==> src/rtl/mem_arb_pkg.sv <==
// Shared constants and the read-tag type for the two-client memory arbiter.
package mem_arb_pkg;

    localparam int MEM_AW = 3;
    localparam int MEM_DW = 16;
    localparam int DEPTH  = 8;

    localparam int CL0 = 0;
    localparam int CL1 = 1;

    typedef struct packed {
        logic valid;
        logic client;
    } rd_tag_t;

endpackage

==> src/rtl/mem_arb2_rr.sv <==
// Two-way arbiter used by mem_arb2; round-robin pointer unless MEM_ARB_FIXED_PRIO_EN
// is defined, in which case client 0 always has priority and no pointer exists.
module rr_arb2
    import mem_arb_pkg::*;
(
    input  logic       clk,
    input  logic       rst,
    input  logic [1:0] cand,
    input  logic       advance,
    output logic [1:0] win
);

`ifdef MEM_ARB_FIXED_PRIO_EN
    logic unused_ptr_inputs;
    assign unused_ptr_inputs = clk ^ rst ^ advance;

    always_comb begin
        win = 2'b00;
        if (cand[CL0]) begin
            win[CL0] = 1'b1;
        end else if (cand[CL1]) begin
            win[CL1] = 1'b1;
        end
    end
`else
    logic ptr;

    always_comb begin
        win = cand;
        if (cand == 2'b11) begin
            win      = 2'b00;
            win[ptr] = 1'b1;
        end
    end

    // After any accepted grant the other client becomes preferred.
    always_ff @(posedge clk) begin
        if (rst) begin
            ptr <= 1'(CL0);
        end else if (advance) begin
            ptr <= ~win[CL1];
        end
    end
`endif

endmodule

==> src/rtl/mem_arb2.sv <==
// Two-client write/read port arbiter and read-data sequencer for an 8x16 dual-port RAM.
// Optional MEM_ARB_FIXED_PRIO_EN makes client 0 the fixed winner on both ports.
module mem_arb2
    import mem_arb_pkg::*;
#(
    parameter int AW = MEM_AW,
    parameter int DW = MEM_DW
) (
    input  logic          clk,
    input  logic          rst,
    input  logic          req0,
    input  logic          req1,
    input  logic          wr0,
    input  logic          wr1,
    input  logic [AW-1:0] addr0,
    input  logic [AW-1:0] addr1,
    input  logic [DW-1:0] wdata0,
    input  logic [DW-1:0] wdata1,
    output logic          gnt0,
    output logic          gnt1,
    output logic          rvalid0,
    output logic          rvalid1,
    output logic [DW-1:0] rdata0,
    output logic [DW-1:0] rdata1,
    output logic          mem_we,
    output logic [AW-1:0] mem_wr_addr,
    output logic [DW-1:0] mem_din,
    output logic          mem_re,
    output logic [AW-1:0] mem_rd_addr,
    input  logic [DW-1:0] mem_dout
);

    logic [1:0]    wr_cand;
    logic [1:0]    rd_cand;
    logic [1:0]    wr_win;
    logic [1:0]    rd_win;
    logic          wr_go;
    logic          rd_go;
    logic          collide;
    logic [AW-1:0] wr_sel_addr;
    logic [AW-1:0] rd_sel_addr;
    logic [DW-1:0] wr_sel_data;
    rd_tag_t       tag1;

    assign wr_cand = {req1 & wr1, req0 & wr0};
    assign rd_cand = {req1 & ~wr1, req0 & ~wr0};

    rr_arb2 u_wr_arb (
        .clk     (clk),
        .rst     (rst),
        .cand    (wr_cand),
        .advance (wr_go),
        .win     (wr_win)
    );

    rr_arb2 u_rd_arb (
        .clk     (clk),
        .rst     (rst),
        .cand    (rd_cand),
        .advance (rd_go),
        .win     (rd_win)
    );

    assign wr_sel_addr = wr_win[CL1] ? addr1  : addr0;
    assign wr_sel_data = wr_win[CL1] ? wdata1 : wdata0;
    assign rd_sel_addr = rd_win[CL1] ? addr1  : addr0;

    // A read aimed at the address being written this cycle waits and retries.
    assign wr_go   = ~rst & (|wr_win);
    assign collide = wr_go & (|rd_win) & (rd_sel_addr == wr_sel_addr);
    assign rd_go   = ~rst & (|rd_win) & ~collide;

    assign gnt0 = (wr_go & wr_win[CL0]) | (rd_go & rd_win[CL0]);
    assign gnt1 = (wr_go & wr_win[CL1]) | (rd_go & rd_win[CL1]);

    assign mem_we      = wr_go;
    assign mem_wr_addr = wr_go ? wr_sel_addr : '0;
    assign mem_din     = wr_go ? wr_sel_data : '0;
    assign mem_re      = rd_go;
    assign mem_rd_addr = rd_go ? rd_sel_addr : '0;

    // Tag follows the read through the RAM latency, then steers mem_dout to its client.
    always_ff @(posedge clk) begin
        if (rst) begin
            tag1    <= '0;
            rvalid0 <= 1'b0;
            rvalid1 <= 1'b0;
            rdata0  <= '0;
            rdata1  <= '0;
        end else begin
            tag1.valid  <= rd_go;
            tag1.client <= rd_win[CL1];
            rvalid0     <= tag1.valid & (tag1.client == 1'(CL0));
            rvalid1     <= tag1.valid & (tag1.client == 1'(CL1));
            if (tag1.valid && tag1.client == 1'(CL0)) begin
                rdata0 <= mem_dout;
            end
            if (tag1.valid && tag1.client == 1'(CL1)) begin
                rdata1 <= mem_dout;
            end
        end
    end

endmodule
==> config.mk <==
export PLATFORM = sky130hd
export DESIGN_NAME = mem_arb2
export DESIGN_NICKNAME = d
export VERILOG_FILES = /design/src/rtl/mem_arb_pkg.sv /design/src/rtl/mem_arb2_rr.sv /design/src/rtl/mem_arb2.sv
export SDC_FILE = /design/constraint.sdc
export NUM_CORES = 1
export LEC_CHECK = 0
export BUFFER_PORTS_ARGS = -buffer_cell sky130_fd_sc_hd__buf_2
export CORE_AREA = 4 4 70 72
export DETAILED_ROUTE_END_ITERATION = 10
export DIE_AREA = 0 0 74 76
export PLACE_DENSITY = 0.85
export SLEW_MARGIN = 20
export SYNTH_ARGS = -nofsm -noshare
export SYNTH_HDL_FRONTEND = slang
export SYNTH_HIERARCHICAL = 1
export SYNTH_SLANG_ARGS = --single-unit
==> constraint.sdc <==
create_clock -name clk -period 6 [get_ports clk]
set_input_delay 0.3 -clock clk [delete_from_list [all_inputs] [get_ports clk]]
set_output_delay 0.3 -clock clk [all_outputs]
set_load 0.01 [all_outputs]
==> results of run 1 <==
[flip-flops by register name, summed over array words and instances, names as in the netlist]
signal and count:
rvalid1 1, u_rd_arb/ptr 1, tag1 2, rdata0 16, rdata1 16, u_wr_arb/ptr 1
rvalid0 1
[tightest hold or removal path: stages]
cell	delay (ps)
buf_2	100
nand2_1	50
a21oi_1	50
[worst max-delay path by stage]
stage | end | slack (ps) | depth (start not counted)
final | mem_re | 3030 | 7
after global routing | mem_re | 2860 | 7
after CTS | mem_re | 3040 | 7
after detailed placement | mem_re | 3180 | 9
after global placement | mem_re | 3230 | 9
after floorplan | u_rd_arb/ptr | 3860 | 10
[cell type report]
cell class	instances	area share [%]
multi-input combinational	187	39.18
sequential	38	29.37
timing repair buffer	119	23.00
tap	52	2.512
inverter	3	0.4348
clock buffer	6	3.188
clock inverter	2	2.319
[power by group]
part,total (mW),internal (mW),switching [mW]
sequential,0.265,0.261,0.00439
clock,0.264,0.177,0.0869
combinational,0.104,0.0455,0.0583
total,0.633,0.483,0.150
[metal layers]
layer | up-vias | GRT usage [%] | wire [µm]
met3 | 7 | 6.069 | 609
met5 | - | 0 | 0
met2 | 96 | 32.89 | 2499
met4 | 0 | 4.891 | 57
li1 | 1028 | - | -
met1 | 909 | 21.16 | 2015
[cell families (layout without fill, tap and decap cells)]
| logic type | after synthesis | after routing | share of synthesized area (%) |
|---|---|---|---|
| flops | 38 | 38 | 40.92 |
| xor+xnor | 3 | 3 | 1.413 |
| compound gates | 50 | 50 | 16.69 |
| simple gates | 115 | 115 | 26.11 |
| buf+inv | 21 | 130 | 4.643 |
| mux | 19 | 19 | 10.23 |
[cells in the mapped netlist (all sizes together)]
library cell	number
or2b	1
a21boi	2
or2	1
a211o	1
and2	5
nand2	68
nor2b	5
xor2	2
a21oi	35
nand3b	1
nor2	30
buf	1
xnor2	1
a311oi	4
mux2i	19
clkbuf	17
a211oi	5
inv	3
a221oi	1
o21ai	1
nand2b	3
dfxtp	38
a22oi	1
and4bb	1
==> reports/metrics.csv, run 1 <==
stage,metric,value,unit
run_status,outcome,finished clean,
worst_setup_path,CP max stage delay,590,ps
detailed_routing,Routed Wire Length,5182,µm
worst_hold_path,WHS Endpoint,rdata0[14],
worst_setup_path,worst reg2reg setup slack,3470,ps
sta,Finish-stage setup viols,0,
finish,diode count,0,
yosys,Yosys top cell by area,dfxtp_1,
finish,register area,760.7,µm²
worst_setup_path,crit end category,output port,
yosys,"top cells by area, synth","dfxtp_1 (41%), nand2_1 (14%), mux2i_1 (10%), a21oi_1 (9.4%), nor2_1 (6.1%)",
worst_setup_path,CP bufs+invs,1,
worst_setup_path,CP Launch Type,register,
die,Rows,24,
flow_run,maxcap violations,0,
worst_hold_path,hold crit path type,in -> reg,
cts,H-tree Lvls,2,
detailed_routing,# DRC,0,
yosys,"flops & latches, synth",38,
worst_setup_path,crit-path leading delay family,compound AO/OA/AOI/OAI gates,
place,placed inst area,0.002447,mm²
die,Initial Util,43.30,%
yosys,synthesized instance count,246,
place,Buffers on Ports,119,
power,Power Dens Cells,244.4,mW/mm²
finish,"Design Area, Final",0.002590,mm²
detailed_routing,drt first-iter violations,54,
die,die area,0.005624,mm²
finish,fin util,60.31,%
detailed_routing,via-per-instance ratio,5.012,
power,P_leak,1.238,nW
sta,Worst Tran Pin Value,807.6,ps
worst_hold_path,Hold Path Cell Cnt,3,
cts,Num CTS Buffers,5,
finish,post-route insts no fill,407,
sta,worst setup margin,3032,ps
worst_setup_path,Worst Path Required,5700,ps
detailed_routing,wire per inst,12.73,µm
sta,hold slack,255.0,ps
cts,CTS tree,built,
global_routing,first-pass GRT wire length,8514,µm
finish,"leading cell type in the layout, fill and taps excluded",buf_2,
worst_setup_path,worst r2r path cells,8,
worst_setup_path,CP Max Fanout,26,
global_routing,All-Layer GR Usage,18.69,%
cts,"CTS clk-pin slew, worst paths",70,ps
sta,final number of hold-violating endpoints,0,
sta,Worst Clk Skew,5.899,ps
worst_setup_path,worst path arrival time,2670,ps
die,I/O Pins,120,
sta,final worst path period share,49.48,%
global_routing,largest net degree at the start of global routing,47,
worst_setup_path,Critical Path Start,u_wr_arb/ptr,
yosys,Avg Inst Size Synth,7.558,µm²
die,Core Area,0.004294,mm²
finish,Nets,414,
place,post-DP HPWL,3947,µm
sta,fin crit period,2969,ps
detailed_routing,DRT antenna net count,0,
place,Placed Cells,399,
worst_setup_path,slowest CP cell,and2_2,
cts,Num Clock Sinks,38,
yosys,Yosys top cell area share,40.92,%
sta,setup_tns,0,ps
sta,Max Clk Rate,0.3369,GHz
place,Final GP Congestion,0.8055,
worst_setup_path,Reg-to-Reg Start,u_wr_arb/ptr,
finish,share of cells above drive strength 1,37.18,%
cts,later-pin clock latency in the skew report,290,ps
global_routing,number of global-route vias before repair,1991,
worst_setup_path,crit path kind,reg -> out,
yosys,Mapped Area,0.001859,mm²
sta,Slew headroom,46.16,%
detailed_routing,vias,2040,
finish,Area Growth Syn to Fin,39.30,%
cts,Root Buffer,clkbuf_8,
power,total power,0.6330,mW
die,Die X,74,µm
cts,CTS resizes,0,
cts,Setup Buffers After CTS,0,
die,Die Ht,76,µm
worst_hold_path,hold_sp,mem_dout[14],
cts,Post-CTS Hold Fix Bufs,0,
global_routing,grt total ovfl,0,
worst_setup_path,critical path cell sequence,nand2b_1 -> and2_2 -> xor2_1 -> a211o_1 -> a311oi_4 -> a211oi_1 -> buf_2,
cts,clock buffer depth,2,
finish,"commonest cells after routing, fill and taps aside","buf_2 (119), nand2_1 (68), dfxtp_1 (38), a21oi_1 (35), nor2_1 (30)",
finish,Multi-input gate area,0.001015,mm²
yosys,post-synthesis sequential area ratio,40.92,%
detailed_routing,Pre-antenna DRT Iters,4,
place,Post-Place Setup Slack,3181,ps
yosys,post-synthesis cell type count,26,
finish,# fillers,391,
worst_setup_path,worst r2r dst,u_rd_arb/ptr,
global_routing,initial antenna violation count,0,
yosys,yosys warns,6,
yosys,Syn Nets,306,
sta,RSZ-0062 raised after global routing,false,
sta,"Slew Viols, Final",0,
power,"IR drop worst, VDD",0.1021,mV
Note: power is estimated with default switching activity, not from simulation.
==> inputs of run 2 (changes only) <==
- ABC_AREA: unset -> 1
- CORE_AREA: 4 4 70 72 -> 4 4 74 76
- DIE_AREA: 0 0 74 76 -> 0 0 78 80
- PLACE_DENSITY: 0.85 -> 0.8
- clock period: 6 -> 2.9 ns (I/O delays scaled with it)
==> run 2 against run 1 <==
Against the previous run:
- global-route usage fell by 0.079 points
- critical path type unchanged
- largest cell class unchanged
- clock skew hardly changed
- final cell count rose by 27%
- sequential cell count is the same
- highest routed layer unchanged
==> reports/metrics.csv, run 2 <==
stage,metric,value,unit,change
run_status,outcome,finished clean,,
yosys,Yosys top cell by area,dfxtp_1,,
power,Power Dens Cells,452.8,mW/mm²,+85%
detailed_routing,Pre-antenna DRT Iters,4,,unchanged
yosys,Yosys top cell area share,38.17,%,-2.7 points
worst_setup_path,CP max stage delay,330,ps,-260 ps
cts,Num Clock Sinks,38,,unchanged
power,Clock Power Share,29.7,%,-12 points
finish,Nets,510,,+23%
cts,Post-CTS Hold Fix Bufs,0,,unchanged
finish,post-route insts no fill,518,,+27%
yosys,"top cells by area, synth","dfxtp_1 (38%), nand2_1 (21%), nor2_1 (15%), o21ai_0 (8.0%), inv_1 (6.4%)",,
sta,setup_tns,0,ps,unchanged
sta,Finish-stage setup viols,0,,unchanged
cts,CTS resizes,0,,unchanged
cts,Setup Buffers After CTS,0,,unchanged
cts,later-pin clock latency in the skew report,290,ps,about the same
yosys,synthesized instance count,335,,+36%
power,Reg power frac,46.3,%,+4.4 points
place,Final GP Congestion,0.8542,,+6.0%
detailed_routing,vias,2361,,+16%
place,Placed Cells,510,,+28%
power,P_sw,0.3690,mW,+150%
sta,"Slew Viols, Final",0,,unchanged
global_routing,initial antenna violation count,0,,unchanged
yosys,yosys warns,6,,unchanged
sta,final number of hold-violating endpoints,0,,unchanged
detailed_routing,# DRC,0,,unchanged
power,"IR drop worst, VDD",0.1929,mV,+89%
power,P_leak,1.702,nW,+38%
cts,CTS tree,built,,
finish,"commonest cells after routing, fill and taps aside","buf_2 (119), nand2_1 (111), nor2_1 (79), dfxtp_1 (38), inv_1 (34)",,
place,Buffers on Ports,119,,unchanged
worst_setup_path,CP Max Fanout,23,,-12%
sta,final worst path period share,80.48,%,
sta,Worst Clk Skew,5.870,ps,-0.02901 ps
global_routing,first-pass GRT wire length,9259,µm,+8.8%
die,Initial Util,42.20,%,-1.1 points
sta,worst setup margin,565.9,ps,-2466 ps
cts,"CTS clk-pin slew, worst paths",70,ps,about the same
worst_setup_path,worst path arrival time,2190,ps,-480 ps
yosys,Synth Flop Type,dfxtp_1,,
detailed_routing,drt first-iter violations,68,,+26%
detailed_routing,DRT antenna net count,0,,unchanged
yosys,async set or reset register ratio after synthesis,0,%,unchanged
worst_setup_path,crit end category,output port,,
cts,clock buffer depth,2,,unchanged
yosys,Avg Inst Size Synth,5.950,µm²,-21%
finish,diode count,0,,unchanged
global_routing,number of global-route vias before repair,2133,,+7.1%
finish,Regs by FF count,"rdata0 x16, rdata1 x16, tag1 x2",,
worst_setup_path,slowest CP cell,dfxtp_1,,
yosys,Syn Nets,395,,+29%
die,Core Area,0.004723,mm²,+10%
power,P_int,0.8582,mW,+78%
yosys,"flops & latches, synth",38,,unchanged
power,Comb power frac,24.0,%,+7.6 points
flow_run,maxcap violations,0,,unchanged
cts,H-tree Lvls,2,,unchanged
sta,Max Clk Rate,0.4284,GHz,
die,die area,0.006240,mm²,+11%
finish,"leading cell type in the layout, fill and taps excluded",buf_2,,
worst_setup_path,CP Launch Type,register,,
detailed_routing,wire per inst,11.08,µm,-13%
sta,RSZ-0062 raised after global routing,false,,
global_routing,All-Layer GR Usage,18.61,%,-0.079 points
cts,Root Buffer,clkbuf_8,,
sta,Slew headroom,62.39,%,+16 points
finish,share of cells above drive strength 1,33.92,%,-3.3 points
die,Die X,78,µm,+5.4%
worst_setup_path,crit path kind,reg -> out,,
worst_setup_path,Worst Path Required,2760,ps,-2940 ps
worst_hold_path,hold crit path type,in -> reg,,
yosys,post-synthesis cell type count,16,,-38%
sta,fin crit period,2334,ps,
place,post-DP HPWL,4471,µm,+13%
global_routing,grt total ovfl,0,,unchanged
die,Die Ht,80,µm,+5.3%
worst_setup_path,worst reg2reg setup slack,800,ps,-2670 ps
detailed_routing,Routed Wire Length,5739,µm,+11%
power,Sw Share,30.07,%,+6.4 points
cts,Num CTS Buffers,5,,unchanged
die,I/O Pins,120,,unchanged
yosys,Mapped Area,0.001993,mm²,+7.2%
sta,Worst Tran Pin Value,564.2,ps,-243.4 ps
yosys,Post-synth EDFFs,0,,unchanged
finish,Area Growth Syn to Fin,35.97,%,
yosys,most common cell in the netlist,nand2_1,,
yosys,most frequent cells after synthesis,"nand2_1 (111), nor2_1 (79), dfxtp_1 (38), inv_1 (34), o21ai_0 (32)",,
place,Post-Place Setup Slack,774.8,ps,-2406 ps
yosys,post-synthesis sequential area ratio,38.17,%,-2.7 points
die,Rows,25,,+4.2%
global_routing,largest net degree at the start of global routing,35,,-26%
detailed_routing,via-per-instance ratio,4.558,,-9.1%
worst_setup_path,critical path cell sequence,inv_1 -> a21oi_1 -> buf_4 -> nand2_1 -> nand2_2 -> nand2_1 -> nor2_2 -> nand2_2 -> nand2_4 -> inv_2 -> buf_2,,
## run 2: cell types whose count changed after synthesis, sizes merged, moves of 11 or more
cell,previous run,this run
inv,3,42
mux2i,19,0
a21oi,35,2
o21ai,1,32
nand2,68,121
clkbuf,17,6
nor2,30,85
## run 2: worst paths after layout
| check | startpoint | to | cells after the start |
|---|---|---|---|
| hold reg to reg | rdata1[10] | rdata1[10] | 2 |
| hold / removal | mem_dout[10] | rdata0[10] | 3 |
| setup reg to reg | u_wr_arb/ptr | u_rd_arb/ptr | 14 |
| setup / recovery | u_wr_arb/ptr | mem_re | 11 |
## run 2: routing by layer
metal / global-route usage (%) / vias to the layer above / wire length, µm
li1: - / 1225 / -
met1: 20.22 / 1031 / 2286
met2: 33.22 / 98 / 2852
met3: 6.321 / 7 / 535
met4: 7.343 / 0 / 64
met5: 0 / - / 0
## run 2: power by group through the flow
stage / clock (mW) / sequential (mW) / combinational (mW)
after detailed placement: 0 / 0.580 / 0.294
after CTS: 0.375 / 0.568 / 0.296
final: 0.365 / 0.569 / 0.294
after global routing: 0.401 / 0.572 / 0.333
after floorplan: 0 / 0.590 / 0.161
after global placement: 0 / 0.579 / 0.288
## run 2: critical path: cells and delay by family, from the launching register on
family	cells	cell delay, ps
and+or+nand+nor	6	880
DFF	1	330
buffers and inverters	4	540
AOI/OAI and AO/OA	1	140
## run 2: final cells by class
cell class	count	area, µm²
Clock buffer	7	86.33
Clock inverter	1	5.005
Fill cell	464	2013
Inverter	42	157.7
Multi-Input combinational cell	243	1013
Sequential cell	38	760.7
Tap cell	67	83.83
Timing Repair Buffer	120	603.1
## run 2: logic make-up after synthesis
group                  synth area share [%]
AOI/OAI and AO/OA                     8.537
buffers and inverters                 10.99
and+or+nand+nor                       42.31
DFF                                   38.17
## run 2: stage by stage
stage	total power, mW	hold WS, ps	utilization [%]	cell area (µm²)
after floorplan	0.7515	217.4	-	1993
after global placement	0.8665	388.3	55.44	2619
after detailed placement	0.8740	395.0	55.44	2619
after CTS	1.239	81.88	57.38	2710
after global routing	1.305	90.96	57.38	2710
final	1.227	94.04	57.38	2710
